[src/rtl/starfield_engine.sv]
// Multi-layer scrolling starfield for the VGA ball game: LFSR-seeded star table,
// vblank scroll engine, Avalon control registers and a 2-stage pixel pipeline.
module starfield_engine #(
   parameter int          STAR_COUNT = 64,
   parameter int          LAYERS     = 4,
   parameter int          H_ACTIVE   = 640,
   parameter int          V_ACTIVE   = 480,
   parameter logic [15:0] SEED       = 16'hBEEF
) (
   input  logic        clk,
   input  logic        reset,
   input  logic [10:0] hcount,
   input  logic [9:0]  vcount,
   input  logic [31:0] writedata,
   input  logic        write,
   input  logic        chipselect,
   input  logic [2:0]  address,
   output logic        star_on,
   output logic [7:0]  star_r,
   output logic [7:0]  star_g,
   output logic [7:0]  star_b,
   output logic        init_done
);

   localparam int         IW    = (STAR_COUNT > 1) ? $clog2(STAR_COUNT) : 1;
   localparam int         LW    = (LAYERS > 1) ? $clog2(LAYERS) : 1;
   localparam logic [9:0] H_LIM = 10'(H_ACTIVE);
   localparam logic [9:0] V_LIM = 10'(V_ACTIVE);

   typedef enum logic [1:0] {S_INIT, S_RUN, S_UPDATE} state_t;

   function automatic logic [15:0] lfsr_step(input logic [15:0] l);
      return {l[0] ^ l[2] ^ l[3] ^ l[5], l[15:1]};
   endfunction

   function automatic logic [9:0] fold_x(input logic [9:0] v);
      return (v >= H_LIM) ? v - H_LIM : v;
   endfunction

   function automatic logic [9:0] fold_y(input logic [8:0] v);
      return ({1'b0, v} >= V_LIM) ? {1'b0, v} - V_LIM : {1'b0, v};
   endfunction

   // control registers
   logic              enable, dir, tw_en;
   logic [31:0]       speed;
   logic [23:0]       color;
   logic [3:0]        tw_rate;
   logic [LAYERS-1:0] layer_en;

   logic wr_en, reseed, frame_start;
   assign wr_en       = chipselect && write;
   assign reseed      = wr_en && (address == 3'd5);
   assign frame_start = (hcount == 11'd0) && (vcount == V_LIM);

   always_ff @(posedge clk or posedge reset) begin
      if (reset) begin
         enable   <= 1'b1;
         dir      <= 1'b0;
         speed    <= 32'h0000_4321;
         color    <= 24'hFFF0A0;
         tw_rate  <= 4'd1;
         tw_en    <= 1'b1;
         layer_en <= '1;
      end else if (wr_en) begin
         case (address)
            3'd0: begin
               enable <= writedata[0];
               dir    <= writedata[1];
            end
            3'd1: speed <= writedata;
            3'd2: color <= writedata[23:0];
            3'd3: begin
               tw_rate <= writedata[3:0];
               tw_en   <= writedata[8];
            end
            3'd4: layer_en <= writedata[LAYERS-1:0];
            default: ;
         endcase
      end
   end

   // sequencer state
   state_t        state;
   logic [IW-1:0] idx;
   logic [15:0]   lfsr;
   logic [7:0]    tw_acc;
   logic [31:0]   speed_act;
   logic          dir_act;
   logic          last;
   assign last = (idx == IW'(STAR_COUNT - 1));

   logic [9:0] star_x [STAR_COUNT];
   logic [9:0] star_y [STAR_COUNT];

   // speeds are snapshotted at frame start so a mid-frame SPEED write waits a frame
   logic [3:0] spd_tab [LAYERS];
   for (genvar k = 0; k < LAYERS; k++) begin : g_spd
      assign spd_tab[k] = speed_act[4*k +: 4];
   end

   logic [LW-1:0] lay;
   logic [15:0]   lfsr_s1;
   logic [9:0]    cur_y, spd, down_y, tbl_x, tbl_y;
   logic          tbl_wr_x, tbl_wr_y, upd_wrap;

   always_comb begin
      lay      = LW'(int'(idx) % LAYERS);
      lfsr_s1  = lfsr_step(lfsr);
      cur_y    = star_y[idx];
      spd      = {6'd0, spd_tab[lay]};
      down_y   = cur_y + spd;
      tbl_x    = fold_x(lfsr[9:0]);
      tbl_y    = '0;
      tbl_wr_x = 1'b0;
      tbl_wr_y = 1'b0;
      upd_wrap = 1'b0;
      if (!reseed) begin
         case (state)
            S_INIT: begin
               tbl_wr_x = 1'b1;
               tbl_wr_y = 1'b1;
               tbl_y    = fold_y(lfsr_s1[8:0]);
            end
            S_UPDATE: begin
               tbl_wr_y = 1'b1;
               if (!dir_act) begin
                  if (down_y >= V_LIM) begin
                     tbl_y    = down_y - V_LIM;
                     upd_wrap = 1'b1;
                  end else begin
                     tbl_y = down_y;
                  end
               end else if (cur_y < spd) begin
                  tbl_y    = cur_y + V_LIM - spd;
                  upd_wrap = 1'b1;
               end else begin
                  tbl_y = cur_y - spd;
               end
               tbl_wr_x = upd_wrap;
            end
            default: ;
         endcase
      end
   end

   always_ff @(posedge clk) begin
      if (tbl_wr_x) star_x[idx] <= tbl_x;
      if (tbl_wr_y) star_y[idx] <= tbl_y;
   end

   always_ff @(posedge clk or posedge reset) begin
      if (reset) begin
         state     <= S_INIT;
         idx       <= '0;
         lfsr      <= SEED;
         tw_acc    <= '0;
         init_done <= 1'b0;
         speed_act <= 32'h0000_4321;
         dir_act   <= 1'b0;
      end else if (reseed) begin
         lfsr      <= (writedata[15:0] == 16'h0000) ? SEED : writedata[15:0];
         state     <= S_INIT;
         idx       <= '0;
         init_done <= 1'b0;
      end else begin
         case (state)
            S_INIT: begin
               lfsr <= lfsr_step(lfsr_s1);
               if (last) begin
                  init_done <= 1'b1;
                  state     <= S_RUN;
                  idx       <= '0;
               end else begin
                  idx <= idx + 1'b1;
               end
            end
            S_RUN: begin
               if (frame_start) begin
                  state     <= S_UPDATE;
                  idx       <= '0;
                  tw_acc    <= tw_acc + {4'd0, tw_rate};
                  speed_act <= speed;
                  dir_act   <= dir;
               end
            end
            S_UPDATE: begin
               if (upd_wrap) lfsr <= lfsr_s1;
               if (last) begin
                  state <= S_RUN;
                  idx   <= '0;
               end else begin
                  idx <= idx + 1'b1;
               end
            end
            default: state <= S_INIT;
         endcase
      end
   end

   // pixel stage 1: lowest-index hit wins
   logic [STAR_COUNT-1:0] hit;
   for (genvar i = 0; i < STAR_COUNT; i++) begin : g_hit
      assign hit[i] = (star_x[i] == hcount[10:1]) && (star_y[i] == vcount) &&
                      layer_en[i % LAYERS] && enable && init_done;
   end

   logic          any_hit;
   logic [IW-1:0] first_idx;
   always_comb begin
      any_hit   = 1'b0;
      first_idx = '0;
      for (int unsigned i = 0; i < STAR_COUNT; i++) begin
         if (hit[i] && !any_hit) begin
            any_hit   = 1'b1;
            first_idx = IW'(i);
         end
      end
   end

   // pixel stage 2: twinkle triangle wave and colour scaling
   logic          s1_hit;
   logic [IW-1:0] s1_idx;
   logic [7:0]    phase, level;
   logic [15:0]   prod_r, prod_g, prod_b;
   always_comb begin
      phase = tw_acc + 8'(32'(s1_idx) * 32'd37);
      if (!tw_en)        level = 8'hFF;
      else if (phase[7]) level = {~phase[6:0], 1'b0};
      else               level = {phase[6:0], 1'b0};
      prod_r = 16'(color[23:16]) * 16'(level);
      prod_g = 16'(color[15:8])  * 16'(level);
      prod_b = 16'(color[7:0])   * 16'(level);
   end

   always_ff @(posedge clk or posedge reset) begin
      if (reset) begin
         s1_hit  <= 1'b0;
         s1_idx  <= '0;
         star_on <= 1'b0;
         star_r  <= '0;
         star_g  <= '0;
         star_b  <= '0;
      end else begin
         s1_hit  <= any_hit;
         s1_idx  <= first_idx;
         star_on <= s1_hit;
         star_r  <= s1_hit ? prod_r[15:8] : '0;
         star_g  <= s1_hit ? prod_g[15:8] : '0;
         star_b  <= s1_hit ? prod_b[15:8] : '0;
      end
   end

endmodule

[config.mk]
export PLATFORM = sky130hd
export DESIGN_NAME = starfield_engine
export DESIGN_NICKNAME = d
export VERILOG_FILES = /design/src/rtl/starfield_engine.sv
export SDC_FILE = /design/constraint.sdc
export NUM_CORES = 2
export LEC_CHECK = 0
export BUFFER_PORTS_ARGS = -buffer_cell sky130_fd_sc_hd__clkbuf_2
export CAP_MARGIN = 15
export CORE_UTILIZATION = 50
export DETAILED_ROUTE_END_ITERATION = 10
export HOLD_SLACK_MARGIN = 0.05
export PLACE_DENSITY = 0.66
export SLEW_MARGIN = 20
export SYNTH_ARGS = -nofsm -noshare
export SYNTH_HDL_FRONTEND = slang
export SYNTH_SLANG_ARGS = --single-unit
[constraint.sdc]
create_clock -name clk -period 25.4 [get_ports clk]
set_input_delay 5.08 -clock clk [delete_from_list [all_inputs] [get_ports clk]]
set_output_delay 5.08 -clock clk [all_outputs]
set_load 0.03 [all_outputs]
# Yosys cells after proc, flatten, opt, wreduce, memory -nomap -nowiden
# Memory sizes are Yosys's and may differ from the RTL's.
# Cells that the tools add are included.
[word_totals]
reg_bits = 133
latch_bits = 0
ramBits = 1280
mem_bits_ro = 0
inputBits = 60
output_inout_bits = 26
word_cells = 764
memories = 2
[op_classes]
n_addsub = 10
multipliers = 4
div = 0
order_cmp = 5
eq_ne = 140
shifts = 0
muxes = 170
bitwise = 9
reduce_logical = 404
[memory_table]
columns = ["name", "words", "width", "rd", "rd_ports_with_merged_regs", "write_ports", "line_no", "text"]
rows = [
  ["star_x", 64, 10, 64, 0, 1, "93", "logic [9:0] star_x [STAR_COUNT];"],
  ["star_y", 64, 10, 65, 0, 1, "94", "logic [9:0] star_y [STAR_COUNT];"],
]
[ops]
columns = ["operator", "count"]
rows = [
  ["$eq 10x10->1", 128],
  ["$mux 6", 65],
  ["$logic_and 1x1->1", 322],
  ["$mux 1", 80],
  ["$logic_not 1->1", 63],
  ["$mux 10", 6],
  ["$mul 8x8->16", 3],
  ["$mux 16", 3],
  ["$mux 8", 5],
  ["$pmux 16 s2", 1],
  ["$pmux 10 s2", 1],
  ["$sub 10x4->10", 2],
  ["$reduce_and 2->1", 9],
  ["$logic_not 16->1", 1],
  ["$pmux 6 s2", 1],
  ["$logic_not 11->1", 1],
  ["$add 10x4->10", 1],
  ["$add 10x9->10 const B", 1],
  ["$eq 10x9->1 const B", 1],
  ["$ge 10x10->1 const B", 1],
  ["$ge 10x9->1 const B", 1],
  ["$lt 10x4->1", 1],
  ["$sub 10x10->10 const B", 1],
  ["$sub 10x9->10 const B", 1],
  ["other kinds (30)", 43],
]

# Logic depth before layout (Yosys ltp)
# An unclocked memory read counts as a cell.
[depth]
word_depth = 196
depth_mapped = 32
ltp_nobuf = 31

# Worst setup path before layout
# Ideal clock, no wire load.
[synth_path]
path_type = "input to register"
start = "input port address[1]"
end = "memory star_y[0][5], data pin"
setup_ns = 0.724
arrival_time_ns = 8.697
required_time_ns = 24.676
setup_slack_ns = 15.980
stages = 7
path_buffers = 1
cell_sequence = "nand2b_1 nor2_1 nor2_1 clkbuf_1 o21ai_0 a31oi_1 a21boi_0"
[synth_between]
elab_chain_len = 3
[synth_lines]
columns = ["element", "line_no", "text"]
rows = [
  ["start: declaration", "17", "input logic [2:0] address,"],
  ["$eq 3x3->1", "53", "assign reseed = wr_en && (address == 3'd5);"],
  ["$logic_and 1x1->1", "53", ""],
  ["$mux 10", "118", "if (!reseed) begin"],
  ["named net tbl_y[5]", "104", "logic [9:0] cur_y, spd, down_y, tbl_x, tbl_y;"],
  ["end: declaration", "94", ""],
]
# The timed path passes the listed nets, and every way through them passes these cells.

# Final worst setup path
[layout_path]
start = "input port vcount[8]"
end = "register s1_idx[3]"
[layout_between]
elab_chain_len = 195
elab_cells_between_ends = 570
cone_classes = "eq/ne: 64; mux: 124; reduce/logical: 382"
[layout_lines]
columns = ["element", "line_no", "text"]
rows = [
  ["start: declaration", "13", "input logic [9:0] vcount,"],
  ["$eq 10x10->1", "204", "assign hit[i] = (star_x[i] == hcount[10:1]) && (star_y[i] == vcount) &&"],
  ["$logic_and 1x1->1 (2 in series)", "204", ""],
  ["$logic_and 1x1->1 (2 in series)", "205", "layer_en[i % LAYERS] && enable && init_done;"],
  ["$mux 1", "214", "if (hit[i] && !any_hit) begin"],
  ["$logic_not 1->1", "214", ""],
  ["$logic_and 1x1->1", "214", ""],
  ["$mux 1", "214", ""],
  ["$logic_not 1->1", "214", ""],
  ["(+178 left out)", "-", ""],
  ["$mux 1", "214", ""],
  ["$logic_not 1->1", "214", ""],
  ["$logic_and 1x1->1", "214", ""],
  ["$mux 1", "214", ""],
  ["$logic_not 1->1", "214", ""],
  ["$logic_and 1x1->1", "214", ""],
  ["$mux 6 *", "214", ""],
  ["named net first_idx[3]", "209", "logic [IW-1:0] first_idx;"],
  ["end signal: assignment", "246", "s1_idx <= first_idx;"],
  ["end: declaration", "223", "logic [IW-1:0] s1_idx;"],
]
# The timed path passes the listed nets; every way through them passes the cells marked *.
# A chain may end at the register's enable or synchronous reset.

==> impl_results.md <==
- Status: finished clean
- Critical Path End Type: flop
- Clock sinks: 1413
- Layout cells sized above 1: a little over an eighth
- Pwr/cell area: 115.4 nW/um2
- Seq/Total Area, Yosys: between 50% and 60%
- Post-Syn Instances: between 5000 and 6000
- CTS tree: built
- Pins Over Slew Limit: 0
- Residual DRC count: 0
- Slew HR: approximately 14%
- Antenna-violating nets left: 0
- Setup Skew: just over 50 ps
- Initial antenna violation count: 16
- CTS Buf Count: 150
- Drt pass-1 iters: 8
- Top Ports: 86
- R2r setup slk: about 16000 ps
- Setup Crit Path Kind: in2reg
- Worst Reg2Reg Path Length in Cells: 21
- Worst r2r src: idx[0]
- Crit path cell chain: buf_4 > buf_4 > buf_4 > xor2_1 > nor4_1 > nand4_1 > nor4_1 > nor4_1 > buf_4 > nor2b_1 > nand4_1 > o41ai_1 > a2111oi_0 > o2111ai_1
- H-tree level count: 4
- Mapped Nets: 5764
- Slowest-stage cell, CP: nor4_1
- Top cells by area, synth: edfxtp_1 (53%), xnor2_1 (8.2%), xor2_1 (7.8%), fa_1 (3.2%), dfrtp_1 (3.1%)
- Min-Delay Path Class: reg2reg
- Port bufs: 77
- Reg clk slew, reported paths: 50 ps
- Crit path arrival time: 10720 ps
- Clk Latency, worst-skew pair: 810 ps
- Critical Path Fanout Max: 26
- Kind of start point of the critical path: input port
- Die height: 384.0 um
- Yosys top cell area share: a little over half
- Most frequent cell after synthesis: edfxtp_1
- CP Data Required Time: around 26000 ps
- Post-synthesis mux area share: 3.977%
- Synth warn: 0
- Post-synthesis xor/xnor area fraction: 15.92%
- Final Wtd Congestion: 1.028
- Setup_tns: 0 ps
- Core Rows: 139
- Vias per inst: 6.632
- Met2 usage: 51.70%
- CTS max path bufs: 3
- Hold Path Depth: 1
- Via count of the routed design: 50300
- Most used cell along the critical path: buf_4
- Dpl hpwl: 161400 um
- Count of cell types in the netlist: between 90 and 100
- Starting density of the core: 50.60%
- Post-CTS sizing: 0
- Synthesized area: 72950 um2
- Period Utilization, post-route: 40.07%
- Area Overhead vs Synth: 10.74%
- Vias in the first global route: roughly 49000
- Adder-cell share of the synthesized area: 5.670%
- Post-CTS Hold Fix Bufs: 0
- DRT iter0 DRCs: 7834
- Syn_area_per_cell: about 13 um2
- Grt total ovfl: 0
- Synth Area in Compound Gates: 4.953%
- Number of max-cap violations: 0
- Max Clk Rate: 98.25 MHz
- Total Wirelength: 260600 um
- Setup bufs post-CTS: 0
- LEAKAGE: roughly 0.028 uW
- Top FF cell, synth: edfxtp_1
- Final setup margin: 15220 ps
- GRT Max-Usage Layer: met2
- Setup violation total in the final timing report: 0
- Final nets: 5877
- Die area: 147400 um2
- Root Buffer: clkbuf_16
- Place WS: between 10000 and 15000 ps
- Reg2reg end: star_y[28][7]
- Peak VDD IR: 0.00008008 V
- Synth area leader: edfxtp_1
- Tmin final: about 10000 ps
- RSZ-0062 raised after global routing: no
- Synth Register Bits: 1413
- Async S/R FF share, synth: under 10%
- Number of synthesized flops with an enable pin: between 1000 and 1500
- Post-synth top cells: edfxtp_1 (1280), xnor2_1 (680), xor2_1 (646)
- Die width: 384.0 um
- Wire per inst: 34.36 um
- Largest net degree at the start of global routing: 77
- Core area: 144200 um2
- Largest family of logic cells by synthesized area: XOR/XNOR gates
- Worst-Margin Slew: 1282 ps
- Final Util: 56.03%
- Met1 GRT Util: roughly 47%
- Gr usage total: between 30% and 40%
- Crit-path max cell delay: 900 ps
- Met3 Usage GRT: a little under an eighth
- HP Start: tw_acc[6]
- Hold Vio Cnt, Final: 0
- Hold Crit Endpoint: tw_acc[6]
- First-pass GRT wire length: 363600 um
- Post-Synth Simple-Gate Area: 9.047%
kinds of logic after synthesis:
logic type	count (synthesis)
flip-flops	1413
XOR/XNOR	1326
AND/OR/NAND/NOR	1228
buffers and inverters	508
AO/OA/AOI/OAI	499
adder cells (fa/ha/maj)	261
multiplexers	208
worst max path at each step:
stage / start / to / slack, ps / cells past startpoint
floorplan: address[1] / star_y[0][5] / 15980 / 7
global placement: hcount[9] / s1_idx[3] / 14930 / 15
detailed placement: hcount[6] / s1_idx[3] / 14920 / 14
CTS: hcount[6] / s1_idx[3] / 15720 / 14
global route: vcount[8] / s1_idx[3] / 15240 / 14
finish: vcount[8] / s1_idx[3] / 15220 / 14
metal layers:
layer | vias up | wire (um)
met5 | - | 56
met4 | 8 | 14890
met3 | 808 | 38180
met2 | 3963 | 111700
met1 | 25400 | 95800
li1 | 20110 | -
flip-flops by register name, indices dropped and copies added, names as in the netlist, 8 cells and up:
register,flops
star_y,640
speed_act,16
color,24
star_x,640
tw_acc,8
lfsr,16
star_b,8
star_r,8
speed,16
star_g,8
power by group:
group          internal (uW)  switching, uW
registers               3080            268
clock network           1220            974
logic                   1190           2590
cells in the final DEF, fill, tap and decap left out, types with 57 or more instances in the layout:
cell type	synthesis	routed
fa_1	116	116
clkbuf_16	0	150
dfrtp_1	89	85
and2_1	91	91
xnor2_1	680	680
o21ai_0	62	58
a22oi_1	96	96
a221oi_1	60	60
buf_4	14	204
clkbuf_2	0	57
nand2_1	241	240
edfxtp_1	1280	1280
nor3_1	136	126
a21oi_1	65	62
inv_1	202	201
mux2_2	106	106
ha_1	145	145
nor4_1	198	197
nand4_1	211	211
xor2_1	646	646
nor2_1	157	148
critical path: cells and delay by family:
family | cells | cell delay (ps)
compound gates | 3 | 1280
xor+xnor | 1 | 160
buf+inv | 4 | 2110
simple gates | 6 | 1930
stage by stage:
step	instances	instance area, um2	power (uW)	hold slack, ps
floorplan	5443	72950	5529	431.1
global placement	7306	75930	6944	482.6
detailed placement	7307	75970	7013	488.9
CTS	7575	80760	9182	500.3
global route	7575	80770	9645	508.3
finish	7584	80790	9324	495.7
final cells by class:
class                           count  area, um2
Tap cell                         1903       2381
Sequential cell                  1413      41860
Antenna cell                        9      22.52
Fill cell                       11560      63390
Clock inverter                     81      889.6
Inverter                          205      774.5
Timing Repair Buffer              264       1862
Multi-Input combinational cell   3522      29100
Clock buffer                      187       3902
Power figures use the tool's default switching activity.
